==> src/rtl/lynx_tape_pkg.sv <==
`default_nettype none
// ============================================================================
//  Module   : lynx_tape_pkg
//  Purpose  : Shared constants for the Lynx cassette path. Holds the
//             playback state encoding, the default tape timing and framing
//             values, and a helper that picks a bit's half-period. The
//             cassette loader uses the same values.
//  Ports    : none (package)
//  Revision : 1.0 - initial release
// ============================================================================
package lynx_tape_pkg;

  typedef logic [2:0] tape_state_t;

  localparam tape_state_t ST_IDLE   = 3'd0;
  localparam tape_state_t ST_LEADER = 3'd1;
  localparam tape_state_t ST_SYNC   = 3'd2;
  localparam tape_state_t ST_DATA   = 3'd3;
  localparam tape_state_t ST_DONE   = 3'd4;

  localparam int          LEADER_BITS_DEF = 768;
  localparam logic [7:0]  SYNC_BYTE_DEF   = 8'hA5;
  localparam int          ZERO_HALF_DEF   = 1664;
  localparam int          ONE_HALF_DEF    = 832;

  // Half-period, in ticks, used for a bit of value b.
  function automatic int half_ticks(input logic b, input int one_h, input int zero_h);
    return b ? one_h : zero_h;
  endfunction

endpackage
`default_nettype wire

==> src/rtl/lynx_tape_bitgen.sv <==
`default_nettype none
// ============================================================================
//  Module   : lynx_tape_bitgen
//  Purpose  : Pulse-width bit cell generator. Each bit is a high half and
//             then a low half of H enabled ticks each. H is ONE_HALF for a
//             '1' and ZERO_HALF for a '0'. A new bit starts on the tick that
//             ends the previous low half, so the bits follow one another with
//             no gap.
//  Ports    : clock, reset (async, active-low)
//             ce, motor  - tick enable and motor; both high = one tick
//             clr        - synchronous abort, forces ear low and idle
//             go         - another bit is wanted when the current one ends
//             bit_val    - value of the bit that starts on this tick
//             ear        - encoded output (equal to the phase flag)
//             bit_done   - one-clock flag on the tick that ends a low half
//             active     - a bit cell is in progress
//  Revision : 1.0 - initial release
// ============================================================================
module lynx_tape_bitgen
  import lynx_tape_pkg::*;
#(
  parameter int ZERO_HALF = ZERO_HALF_DEF,
  parameter int ONE_HALF  = ONE_HALF_DEF
) (
  input  logic clock,
  input  logic reset,
  input  logic ce,
  input  logic motor,
  input  logic clr,
  input  logic go,
  input  logic bit_val,
  output logic ear,
  output logic bit_done,
  output logic active
);

  localparam int CW = (ZERO_HALF > 2) ? $clog2(ZERO_HALF) : 1;

  logic [CW-1:0] count;
  logic [CW-1:0] half_m1;
  logic          phase;
  logic          tick;
  logic          half_end;
  logic          rise;

  assign tick     = ce & motor;
  assign half_end = tick & active & (count == half_m1);
  assign bit_done = half_end & ~phase;
  // A new cell starts from idle, or back to back on the tick that ends a cell.
  assign rise     = tick & go & (~active | bit_done);
  assign ear      = phase;

  always_ff @(posedge clock or negedge reset) begin
    if (!reset) begin
      active  <= 1'b0;
      phase   <= 1'b0;
      count   <= '0;
      half_m1 <= '0;
    end else if (clr) begin
      active  <= 1'b0;
      phase   <= 1'b0;
      count   <= '0;
      half_m1 <= '0;
    end else if (rise) begin
      active  <= 1'b1;
      phase   <= 1'b1;
      count   <= '0;
      half_m1 <= CW'(half_ticks(bit_val, ONE_HALF, ZERO_HALF) - 1);
    end else if (bit_done) begin
      active  <= 1'b0;
      phase   <= 1'b0;
      count   <= '0;
    end else if (half_end) begin
      phase   <= 1'b0;
      count   <= '0;
    end else if (tick && active) begin
      count   <= count + 1'b1;
    end
  end

endmodule
`default_nettype wire

==> src/rtl/lynx_tape_player.sv <==
`default_nettype none
// ============================================================================
//  Module   : lynx_tape_player
//  Purpose  : Cassette playback encoder. Sends a leader of '0' bits, then
//             SYNC_BYTE, then len bytes read from a synchronous buffer RAM,
//             all MSB first, as a pulse-width coded ear signal.
//             LEADER_BITS must be at least 1.
//  Ports    : clock, reset (async, active-low)
//             ce            - timing tick enable
//             start, stop   - level controls (stop has priority)
//             motor         - low freezes playback in place
//             base, len     - first buffer address and byte count
//             rd, rd_addr   - one-clock read strobe and address
//             rd_data       - buffer data, valid the clock after rd
//             ear           - encoded tape signal
//             busy, done    - activity flag and completion pulse
//  Revision : 1.0 - initial release
// ============================================================================
module lynx_tape_player
  import lynx_tape_pkg::*;
#(
  parameter int         AW          = 16,
  parameter int         LEADER_BITS = LEADER_BITS_DEF,
  parameter logic [7:0] SYNC_BYTE   = SYNC_BYTE_DEF,
  parameter int         ZERO_HALF   = ZERO_HALF_DEF,
  parameter int         ONE_HALF    = ONE_HALF_DEF
) (
  input  logic          clock,
  input  logic          reset,
  input  logic          ce,
  input  logic          start,
  input  logic          stop,
  input  logic          motor,
  input  logic [AW-1:0] base,
  input  logic [AW-1:0] len,
  output logic          rd,
  output logic [AW-1:0] rd_addr,
  input  logic [7:0]    rd_data,
  output logic          ear,
  output logic          busy,
  output logic          done
);

  localparam int BCW = $clog2(((LEADER_BITS > 8) ? LEADER_BITS : 8) + 1);

  tape_state_t    state;
  logic [BCW-1:0] cnt;        // bits left in the current segment, incl. the one on air
  logic [7:0]     sr;         // sr[7] is the bit on air in SYNC/DATA
  logic [7:0]     nxt;        // prefetched next data byte
  logic [AW-1:0]  base_r;
  logic [AW-1:0]  left;       // bytes not yet fetched
  logic [AW-1:0]  idx;
  logic           have_next;  // a read was issued for the byte after this one
  logic           pend;       // read result arrives this clock

  logic           go;
  logic           bit_val;
  logic           bit_done;
  logic           bit_active;
  logic           abort;

  assign abort = stop && (state != ST_IDLE);
  assign busy  = (state != ST_IDLE);
  assign done  = (state == ST_DONE);

  // Bit offered to the generator: the bit that follows the one on air, since
  // the generator starts a new cell on the tick that ends the current one.
  always_comb begin
    go      = 1'b0;
    bit_val = 1'b0;
    case (state)
      ST_LEADER: begin
        go      = 1'b1;
        bit_val = (bit_active && cnt == BCW'(1)) ? SYNC_BYTE[7] : 1'b0;
      end
      ST_SYNC, ST_DATA: begin
        if (cnt == BCW'(1)) begin
          go      = have_next;
          bit_val = nxt[7];
        end else begin
          go      = 1'b1;
          bit_val = sr[6];
        end
      end
      default: begin
        go      = 1'b0;
        bit_val = 1'b0;
      end
    endcase
  end

  lynx_tape_bitgen #(
    .ZERO_HALF (ZERO_HALF),
    .ONE_HALF  (ONE_HALF)
  ) u_bitgen (
    .clock    (clock),
    .reset    (reset),
    .ce       (ce),
    .motor    (motor),
    .clr      (abort),
    .go       (go),
    .bit_val  (bit_val),
    .ear      (ear),
    .bit_done (bit_done),
    .active   (bit_active)
  );

  always_ff @(posedge clock or negedge reset) begin
    if (!reset) begin
      state     <= ST_IDLE;
      cnt       <= '0;
      sr        <= '0;
      nxt       <= '0;
      base_r    <= '0;
      left      <= '0;
      idx       <= '0;
      have_next <= 1'b0;
      pend      <= 1'b0;
      rd        <= 1'b0;
      rd_addr   <= '0;
    end else begin
      rd   <= 1'b0;
      pend <= rd;
      // The capture does not depend on the tick, so it completes while paused.
      if (pend) begin
        nxt <= rd_data;
      end
      if (abort) begin
        state     <= ST_IDLE;
        pend      <= 1'b0;
        have_next <= 1'b0;
      end else begin
        case (state)
          ST_IDLE: begin
            if (start && !stop) begin
              state     <= ST_LEADER;
              base_r    <= base;
              left      <= len;
              idx       <= '0;
              cnt       <= BCW'(LEADER_BITS);
              have_next <= 1'b0;
            end
          end
          ST_LEADER: begin
            if (bit_done) begin
              if (cnt == BCW'(1)) begin
                state <= ST_SYNC;
                sr    <= SYNC_BYTE;
                cnt   <= BCW'(8);
              end else begin
                cnt <= cnt - 1'b1;
              end
            end
          end
          ST_SYNC, ST_DATA: begin
            if (bit_done) begin
              if (cnt == BCW'(1)) begin
                if (have_next) begin
                  state     <= ST_DATA;
                  sr        <= nxt;
                  cnt       <= BCW'(8);
                  have_next <= 1'b0;
                end else begin
                  state <= ST_DONE;
                end
              end else begin
                sr  <= sr << 1;
                cnt <= cnt - 1'b1;
                // The LSB starts now: fetch the following byte while it plays.
                if (cnt == BCW'(2) && left != '0) begin
                  rd        <= 1'b1;
                  rd_addr   <= base_r + idx;
                  idx       <= idx + 1'b1;
                  left      <= left - 1'b1;
                  have_next <= 1'b1;
                end
              end
            end
          end
          ST_DONE: begin
            state <= ST_IDLE;
          end
          default: begin
            state <= ST_IDLE;
          end
        endcase
      end
    end
  end

endmodule
`default_nettype wire

==> config.mk <==
export PLATFORM = sky130hd
export DESIGN_NAME = lynx_tape_player
export DESIGN_NICKNAME = d
export VERILOG_FILES = /design/src/rtl/lynx_tape_pkg.sv /design/src/rtl/lynx_tape_bitgen.sv /design/src/rtl/lynx_tape_player.sv
export SDC_FILE = /design/constraint.sdc
export NUM_CORES = 1
export LEC_CHECK = 0
export BUFFER_PORTS_ARGS = -buffer_cell sky130_fd_sc_hd__buf_2
export CAP_MARGIN = 30
export CORE_ASPECT_RATIO = 0.6
export CORE_MARGIN = 5
export CORE_UTILIZATION = 40
export CTS_CLUSTER_DIAMETER = 40
export DETAILED_ROUTE_END_ITERATION = 7
export PLACE_DENSITY_LB_ADDON = 0.15
export SETUP_SLACK_MARGIN = 0.15
export SKIP_LAST_GASP = 1
export SYNTH_ARGS = -nofsm -noshare
export SYNTH_HDL_FRONTEND = slang
export SYNTH_HIERARCHICAL = 1
export SYNTH_SLANG_ARGS = --single-unit
export TNS_END_PERCENT = 10
==> constraint.sdc <==
create_clock -name clock -period 3.4 [get_ports clock]
set_clock_uncertainty 0.2 [all_clocks]
set_input_delay 0.17 -clock clock [delete_from_list [all_inputs] [get_ports clock]]
set_output_delay 0.17 -clock clock [all_outputs]
set_load 0.005 [all_outputs]
==> run metrics, run 1 <==
status completed; worst hold path type in -> reg; global route total overflow 0; antenna-violating nets left 0; Synth Flop Type dfrtp_1; die area 18,500 sq um; synth top area cells dfrtp_1 44%, nand2_1 7.6%, a21oi_1 4.4%; nets 875; Tmin final 3.14 ns; CTS tree yes; Leak 3.45 nW; pin count of the biggest net entering global routing 59; period utilization 92.2%; Max Buffers Root-to-Sink 2; Seq/Total Area, Yosys 43.9%; Hold Crit Start motor; Least-Margin Pin Slew 0.919 ns; Mapped Cells 700; DRC Markers 0; vias in the first global route 5,327; core area 15,500 sq um; worst setup path start u_bitgen/count[6]$_DFFE_PN0P_; Num CTS Buffers 9; DP Cell Count 953; DP HPWL 11,800 um; GRT Overall Usage 18.7%; library cells used by synthesis 73; critical path class reg -> reg; critical path data required time 3.43 ns; first-pass GRT wire length 27,900 um; Initial Util 41.0%; Max-cap violations 0; crit start category register; Fin Setup TNS 0 ns; routed via count 5,591; P&R area growth vs syn 22.2%; drt pass-1 iters 5; cell with the most instances after synthesis nand2_1; Syn. warnings 6; Post-Syn Nets 768; FF-to-FF Start u_bitgen/count[6]$_DFFE_PN0P_; CP arrival 3.17 ns; Post-synth top cells 128 x nand2_1, 111 x dfrtp_1, 57 x nor2_1; cell area after synthesis 6330 sq um; Final Hold Violating Endpoints 0; Routed WL 16,600 um; vias per cell 5.51; CTS clk-pin slew, worst paths 0.08 ns; Power Density 542 nW/um^2; Peak Freq 319 MHz; Clock Latency Late Sink 0.35 ns; largest fanout on the critical path 10; RSZ-0062 raised after global routing yes; syn_area_per_cell 9.05 sq um; antenna violations before repair 0; Final setup viols 0; synthesized flop and latch total 111; Synth top area share 43.9%; H-Tree Level Count 3; GPL Wtd Cong 0.851; critical path capture point type register; Non-Filler Instances 1,015; Die W 172 um; leading area contributor after synthesis dfrtp_1; I/O pins 66; worst rel slew slack 38.6%; fin. max-slew vios 0; CTS sink cnt 111; port bufs 65; layout cells sized above 1 17.0%; Chip Height 107 um; number of DRC markers in iteration 0 407; n_diodes 0; FFs w/ async S/R, synth 100%; worst setup margin 0.265 ns; clk root buf clkbuf_16; WL/cell 16.3 um; pre-CTS WS 0.200 ns; number of synthesized flops with an enable pin 0; Util after Layout 50.1%; peak supply drop 0.264 mV; row cnt 35
[critical path, stage by stage, from the launching register on]
cell and delay [ns]:
dfrtp_1 0.43, or3_4 0.39, a2111oi_4 0.38, nand4b_1 0.22, inv_2 0.16, o21ai_0 0.18, nor3_1 0.20, o21ai_0 0.19
a21oi_4 0.30, mux2_2 0.37
[cells by family (layout without fill, tap and decap cells)]
family                   after synthesis  in the layout  synth area share, %
AND/OR/NAND/NOR                      291            291                 22.3
multiplexers                          19             19                 3.36
AO/OA/AOI/OAI                        182            182                 19.0
buffers and inverters                 49            161                 3.38
adder cells (fa/ha/maj)               22             22                 4.46
XOR/XNOR                              26             26                 3.60
flip-flops                           111            111                 43.9
[power breakdown]
| part | internal [mW] | switching [mW] | total, mW |
|---|---|---|---|
| logic | 0.482 | 0.649 | 1.13 |
| clock network | 0.680 | 0.525 | 1.20 |
| registers | 1.56 | 0.303 | 1.86 |
[placed cells by master, fill, tap and decap left out, types with 10 or more instances in the layout]
cell / n
mux2_2: 14
buf_4: 16
xor2_1: 13
nand2_1: 128
inv_1: 17
nor3_1: 15
a21oi_1: 56
nand4_1: 13
or4_1: 11
nand3_1: 21
buf_2: 64
xnor2_1: 13
o21ai_0: 49
o31ai_1: 10
ha_1: 21
dlygate4sd3_1: 44
dfrtp_1: 111
a211oi_1: 10
nor2_1: 56
[metal layers]
metal  vias up  global-route usage [%]  share of wire, %
li1       2735                       -                 -
met1      2717                    30.0                53
met2       130                    25.9                42
met3         9                    3.08               4.6
met4         0                    4.04              0.67
met5         -                       0                 0
[worst paths after layout]
kind | end | slack (ns) | cells past startpoint
setup / recovery | sr[6]$_DFFE_PN0P_ | 0.26 | 9
hold / removal | u_bitgen/count[2]$_DFFE_PN0P_ | 0.08 | 4
setup reg to reg | sr[6]$_DFFE_PN0P_ | 0.26 | 9
hold reg to reg | rd_addr[5]$_DFFE_PN0P_ | 0.28 | 2
max in group asynchronous | cnt[6]$_DFFE_PN0P_ | 1.99 | 3
min in group asynchronous | base_r[2]$_DFFE_PN0P_ | 0.22 | 2
[state kept, by name (all words and copies together) (netlist names)]
register / count
base_r: 16
cnt: 10
have_next: 1
idx: 16
left: 16
nxt: 8
pend: 1
rd: 1
rd_addr: 16
sr: 7
state: 3
u_bitgen/active: 1
u_bitgen/count: 11
u_bitgen/ear: 1
u_bitgen/half_m1: 3
[per-stage QoR]
| stage | hold WS [ns] | instance area, sq um | total power [mW] |
|---|---|---|---|
| floorplan | -0.326 | 6330 | 2.60 |
| global placement | 0.0756 | 6910 | 2.91 |
| detailed placement | 0.0830 | 6910 | 2.96 |
| CTS | 0.0581 | 7680 | 4.23 |
| global route | 0.109 | 7740 | 4.48 |
| finish | 0.0825 | 7740 | 4.20 |
[final cells by class]
cell class / instances / area [sq um]
Clock inverter: 6 / 97.6
Clock buffer: 10 / 239
Timing Repair Buffer: 126 / 916
Fill cell: 1439 / 7720
Tap cell: 203 / 254
Sequential cell: 111 / 2780
Inverter: 19 / 71.3
Multi-Input combinational cell: 540 / 3380
[what timing repair did]
item                                    CTS  global route
resized for setup                         0             5
endpoints found under the setup margin    0            20
endpoints found under the hold margin    95             0
hold buffers                             44             0
buffers inserted                          0             1
No activity file was read; power rests on OpenSTA's default activity.
==> inputs of run 2 (changes only) <==
--- a/config.mk
+++ b/config.mk
@@ -12,8 +12,9 @@
 export CORE_UTILIZATION = 40
 export CTS_CLUSTER_DIAMETER = 40
 export DETAILED_ROUTE_END_ITERATION = 7
+export MAX_ROUTING_LAYER = met4
 export PLACE_DENSITY_LB_ADDON = 0.15
-export SETUP_SLACK_MARGIN = 0.15
+export SETUP_SLACK_MARGIN = 0.4
 export SKIP_LAST_GASP = 1
 export SYNTH_ARGS = -nofsm -noshare
 export SYNTH_HDL_FRONTEND = slang
==> run 2 against run 1 <==
  * Routed wire length up 5.1%
  * Utilization up 1.5 points
  * Power down 0.34%
  * Maximum frequency up 6.2%
  * Hold slack worse by 0.0060 ns
  * Worst setup slack better by 0.18 ns
  * Cell count up 1.6%
  * Sequential share of layout area down 1.1 points
  * Largest power group unchanged
  * Highest routed layer unchanged
==> run metrics, run 2 (synthesized netlist as in run 1, its figures left out) <==
WP buf/inv 2; P&R area growth vs syn 26.0%; Final Hold Violating Endpoints 0; peak supply drop 0.363 mV; number of DRC markers in iteration 0 451; worst setup path start u_bitgen/half_m1[9]$_DFFE_PN0P_; row cnt 35; internal power 2.67 mW; antenna-violating nets left 0; CTS clk-pin slew, worst paths 0.07 ns; DP HPWL 11,700 um; fin. max-slew vios 0; GRT Overall Usage 20.1%; Seq. cell area 2780 sq um; most frequent cells in the layout 128 x nand2_1, 111 x dfrtp_1, 64 x buf_2; reg2reg setup slack 0.45 ns; Clock Latency Late Sink 0.35 ns; H-Tree Level Count 3; sequential group share of total power 44.8%; Die W 172 um; Chip Height 107 um; largest fanout on the critical path 5; R2R depth 10; Max-cap violations 0; CP Cell Sequence or4_1 > o32ai_2 > nand4b_1 > inv_2 > nand4bb_4 > nor2_4 > buf_12 > o22ai_4 > or4_4 > a21oi_2; CP arrival 3.03 ns; critical path class reg -> reg; vias in the first global route 5,589; Power Total 4.18 mW; critical path's top delay family simple AND/OR/NAND/NOR gates; Peak Freq 339 MHz; Hold Path End u_bitgen/count[2]$_DFFE_PN0P_; worst hold path type in -> reg; FF-to-FF Start u_bitgen/half_m1[9]$_DFFE_PN0P_; I/O pins 66; sw frac 36.1%; combinational share of power 28.9%; Clock power frac 26.3%; first-pass GRT wire length 29,000 um; master of the slowest instance on the critical path or4_1; drt pass-1 iters 6; DRC Markers 0; pin count of the biggest net entering global routing 54; n_diodes 0; period utilization 86.9%; Routed WL 17,400 um; vias per cell 5.60; Num CTS Buffers 9; routed via count 5,773; GPL Wtd Cong 0.903; die area 18,500 sq um; Hold Slack 0.0765 ns; CP max stage delay 0.56 ns; status completed; RSZ-0062 raised after global routing yes; antenna violations before repair 0; Max Buffers Root-to-Sink 2; Leak 3.52 nW; most common cell after layout, fill and taps aside nand2_1; CTS sink cnt 111; WL/cell 16.9 um; port bufs 65; Hold Crit Start motor; global route total overflow 0; Least-Margin Pin Slew 0.926 ns; core area 15,500 sq um; critical path data required time 3.48 ns; Fin Setup TNS 0 ns; area of the multi-input gates 3550 sq um; nets 891; Initial Util 41.0%; Power Density 524 nW/um^2; crit start category register; fill count 1,446; R2R Path End idx[10]$_DFFE_PN0P_; critical path capture point type register; hold path cells 4; Final setup viols 0; P_sw 1.51 mW; layout cells sized above 1 20.2%; Tmin final 2.95 ns; clk root buf clkbuf_16; CTS tree yes; worst rel slew slack 38.1%
## run 2: cell count changes in the layout (fill, tap and decap cells not counted), moves of 3 or more
cell     delta
or4_4       +3
o21ai_0     -3
buf_4      +10
a21oi_2     +4
a21oi_1     -3
or4_1       -3
o21ai_1     +3
## run 2: worst max path at each step
stage | cells after the start | endpoint | slack, ns
4_1_cts | 9 | idx[10]$_DFFE_PN0P_ | 0.40
3_3_place_gp | 8 | rd_addr[13]$_DFFE_PN0P_ | 0.26
2_1_floorplan | 10 | idx[14]$_DFFE_PN0P_ | 0.47
3_5_place_dp | 9 | idx[10]$_DFFE_PN0P_ | 0.20
5_1_grt | 11 | rd_addr[13]$_DFFE_PN0P_ | 0.29
6_report | 10 | idx[10]$_DFFE_PN0P_ | 0.45
## run 2: power by group through the flow
| stage | combinational [mW] | clock [mW] | sequential [mW] |
|---|---|---|---|
| 2_1_floorplan | 0.807 | 0 | 1.80 |
| 3_3_place_gp | 1.04 | 0 | 1.86 |
| 3_5_place_dp | 1.07 | 0 | 1.87 |
| 4_1_cts | 1.13 | 1.14 | 1.86 |
| 5_1_grt | 1.36 | 1.19 | 1.92 |
| 6_report | 1.21 | 1.10 | 1.87 |
## run 2: metal layers
| layer | track usage [%] | routed length [um] | vias to the layer above |
|---|---|---|---|
| met5 | - | 0 | - |
| met4 | 4.37 | 231 | 0 |
| met3 | 3.60 | 1050 | 19 |
| met2 | 28.1 | 7250 | 182 |
| met1 | 30.2 | 8890 | 2788 |
| li1 | - | - | 2784 |
## run 2: stage by stage
step / worst slack [ns] / instance area, sq um / std cells / utilization, %
3_3_place_gp: 0.264 / 6920 / 955 / 44.8
3_5_place_dp: 0.198 / 6920 / 955 / 44.8
2_1_floorplan: 0.473 / 6330 / 700 / -
5_1_grt: 0.289 / 7980 / 1031 / 51.6
4_1_cts: 0.396 / 7790 / 1023 / 50.4
6_report: 0.447 / 7980 / 1031 / 51.6
## run 2: cell type report
type	count	area share [%]
Clock inverter	5	0.816
Multi-Input combinational cell	544	44.5
Tap cell	203	3.18
Sequential cell	111	34.8
Timing Repair Buffer	138	12.8
Clock buffer	11	3.04
Inverter	19	0.894
## run 2: repair_timing
action | CTS | global route
gates cloned | 3 | 1
pin swaps | 4 | 19
hold buffers | 44 | 0
hold endpoints to repair | 92 | 0
buffers inserted | 5 | 7
endpoints found under the setup margin | 41 | 61
gates resized for setup | 6 | 23
## run 2: worst reg2reg max path, cell delays in order (launching register included)
cell	delay [ns]
dfrtp_1	0.42
or4_1	0.56
o32ai_2	0.17
nand4b_1	0.19
inv_2	0.14
nand4bb_4	0.16
nor2_4	0.15
buf_12	0.13
o22ai_4	0.09
or4_4	0.53
a21oi_2	0.15
==> inputs of run 3 (changes only) <==
--- a/config.mk
+++ b/config.mk
@@ -5,11 +5,12 @@
 export SDC_FILE = /design/constraint.sdc
 export NUM_CORES = 1
 export LEC_CHECK = 0
+export ABC_AREA = 1
 export BUFFER_PORTS_ARGS = -buffer_cell sky130_fd_sc_hd__buf_2
 export CAP_MARGIN = 30
 export CORE_ASPECT_RATIO = 0.6
 export CORE_MARGIN = 5
-export CORE_UTILIZATION = 40
+export CORE_UTILIZATION = 24
 export CTS_CLUSTER_DIAMETER = 40
 export DETAILED_ROUTE_END_ITERATION = 7
 export MAX_ROUTING_LAYER = met4
==> run 3 against run 2 <==
  * Count of clock-buffer cells in the layout up 1
  * Cell count grew 46%
  * Register-to-register slack gained 0.22 ns
  * Routed wire length up 23%
  * Global-route usage shrank 6.9 points
  * Critical endpoint is now idx[11]$_DFFE_PN0P_
  * Largest cell class unchanged
  * Highest routed layer unchanged
==> run metrics, run 3 <==
syn_area_per_cell 7.21 sq um; critical path capture point type register; cell area after synthesis 7140 sq um; Max Buffers Root-to-Sink 2; multiplexer share of the synthesized area 2.68%; worst setup path start u_bitgen/count[0]$_DFFE_PN0P_; global route total overflow 0; leading area contributor after synthesis dfrtp_1; first-pass GRT wire length 33,800 um; RSZ-0062 raised after global routing no; FF-to-FF Start u_bitgen/count[0]$_DFFE_PN0P_; n_diodes 0; Critical Path End idx[11]$_DFFE_PN0P_; Least-Margin Pin Slew 0.571 ns; number of DRC markers in iteration 0 502; peak supply drop 0.276 mV; Post-synth top cells 365 x nand2_1, 111 x dfrtp_1, 101 x inv_1; Fin Setup TNS 0 ns; Final setup viols 0; Post-Syn Nets 1,058; Max-cap violations 0; Die W 233 um; Initial Util 24.6%; Chip Height 144 um; Routed WL 21,400 um; synthesized flop and latch total 111; cell with the most instances after synthesis nand2_1; WL/cell 14.2 um; CTS sink cnt 111; antenna-violating nets left 0; reg2reg setup slack 0.66 ns; most frequent cells in the layout 365 x nand2_1, 111 x dfrtp_1, 101 x inv_1; pin count of the biggest net entering global routing 74; H-Tree Level Count 3; crit start category register; Synth Flop Type dfrtp_1; routed via count 6,485; Synth Area in XOR/XNOR 3.68%; most common cell after layout, fill and taps aside nand2_1; FFs w/ async S/R, synth 100%; port bufs 65; status completed; antenna violations before repair 0; synth top area cells dfrtp_1 39%, nand2_1 19%, inv_1 5.3%; nets 1,172; Synth top area share 38.9%; library cells used by synthesis 44; CTS tree yes; I/O pins 66; Post-Synth Adder-Cell Area 3.96%; CTS clk-pin slew, worst paths 0.08 ns; Power Density 692 nW/um^2; Final Hold Violating Endpoints 0; P&R area growth vs syn 22.6%; period utilization 80.4%; layout cells sized above 1 14.9%; DP Cell Count 1,442; Seq/Total Area, Yosys 38.9%; CP arrival 2.85 ns; Num CTS Buffers 9; drt pass-1 iters 5; Mapped Cells 990; combinational family with the most area after synthesis simple AND/OR/NAND/NOR gates; fin. max-slew vios 0; vias in the first global route 6,038; Leak 4.36 nW; row cnt 48; simple-gate share of the synthesized area 36.2%; Peak Freq 366 MHz; DP HPWL 15,200 um; area fraction in compound gates after synthesis 6.80%; largest fanout on the critical path 10; GRT Overall Usage 13.2%; core area 29,000 sq um; worst rel slew slack 61.9%; critical path class reg -> reg; critical path data required time 3.52 ns; Tmin final 2.74 ns; DRC Markers 0; Clock Latency Late Sink 0.38 ns; Non-Filler Instances 1,509; fill count 3,194; clk root buf clkbuf_16; GPL Wtd Cong 0.896; Syn. warnings 6; worst hold path type in -> reg; R2R depth 16; die area 33,400 sq um; number of synthesized flops with an enable pin 0; R2R Path End idx[11]$_DFFE_PN0P_; vias per cell 4.30
==> run 3: cell type report <==
class / count / area [sq um] / share of cell area (%)
Inverter: 109 / 409 / 4.68
Sequential cell: 111 / 2780 / 31.8
Timing Repair Buffer: 119 / 878 / 10.0
Tap cell: 400 / 500 / 5.72
Clock inverter: 4 / 52.6 / 0.601
Clock buffer: 12 / 267 / 3.05
Multi-Input combinational cell: 754 / 3860 / 44.1
==> run 3: per-layer routing <==
metal | part of all wire (%) | wire length (um) | GRT usage [%]
met4 | 0.98 | 210 | 3.01
met3 | 4.2 | 898 | 2.94
met5 | 0 | 0 | -
met2 | 38 | 8180 | 17.3
met1 | 57 | 12100 | 20.4
==> run 3: critical path: stages, from the launching register on <==
cell	delay [ns]
dfrtp_1	0.44
inv_1	0.10
nor2_2	0.15
inv_1	0.06
o21ai_0	0.17
nand3_1	0.10
nor3b_1	0.27
buf_4	0.20
inv_1	0.04
nand2_1	0.05
nand2_1	0.10
inv_2	0.10
nand3_4	0.20
nor2_4	0.21
buf_12	0.16
nand2_1	0.06
nand2_1	0.06
==> run 3: how the worst min path moves through the flow <==
| stage | from | to | slack [ns] | depth (start not counted) |
|---|---|---|---|---|
| after floorplan | reset | base_r[0]$_DFFE_PN0P_ | -0.33 | 0 |
| after global placement | reset | rd_addr[6]$_DFFE_PN0P_ | 0.01 | 1 |
| after detailed placement | reset | rd_addr[6]$_DFFE_PN0P_ | -0.001 | 1 |
| after CTS | stop | state[2]$_DFFE_PN0P_ | 0.02 | 4 |
| after global routing | stop | state[2]$_DFFE_PN0P_ | 0.05 | 4 |
| final | stop | state[2]$_DFFE_PN0P_ | 0.04 | 4 |
==> run 3: where the power goes <==
| group | total, mW | switching [mW] | internal (mW) |
|---|---|---|---|
| sequential | 1.97 | 0.330 | 1.64 |
| combinational | 2.91 | 1.88 | 1.03 |
| clock | 1.17 | 0.538 | 0.633 |
| total | 6.05 | 2.75 | 3.31 |
==> run 3: stage by stage <==
stage               setup slack, ns  area [sq um]  power (mW)  hold WS [ns]  utilization (%)
floorplan                     0.928          7140        3.96        -0.326                -
global placement              0.595          7890        4.66        0.0102             27.2
detailed placement            0.538          7890        4.63      -0.00120             27.2
CTS                           0.515          8640        5.89        0.0238             29.8
global route                  0.438          8750        6.59        0.0541             30.2
finish                        0.665          8750        6.05        0.0389             30.2
==> run 3: what timing repair did <==
item | CTS | global route
endpoints found under the hold margin | 79 | 0
hold buffers | 43 | 0
buffers inserted | 0 | 4
gates resized for setup | 0 | 2
endpoints found under the setup margin | 0 | 32
==> run 3: cells by family after synthesis <==
| logic type | after synthesis |
|---|---|
| and+or+nand+nor | 595 |
| buffers and inverters | 129 |
| DFF | 111 |
| AOI/OAI and AO/OA | 86 |
| xor gates and xnor gates | 30 |
| adders and majority gates | 22 |
| muxes | 17 |
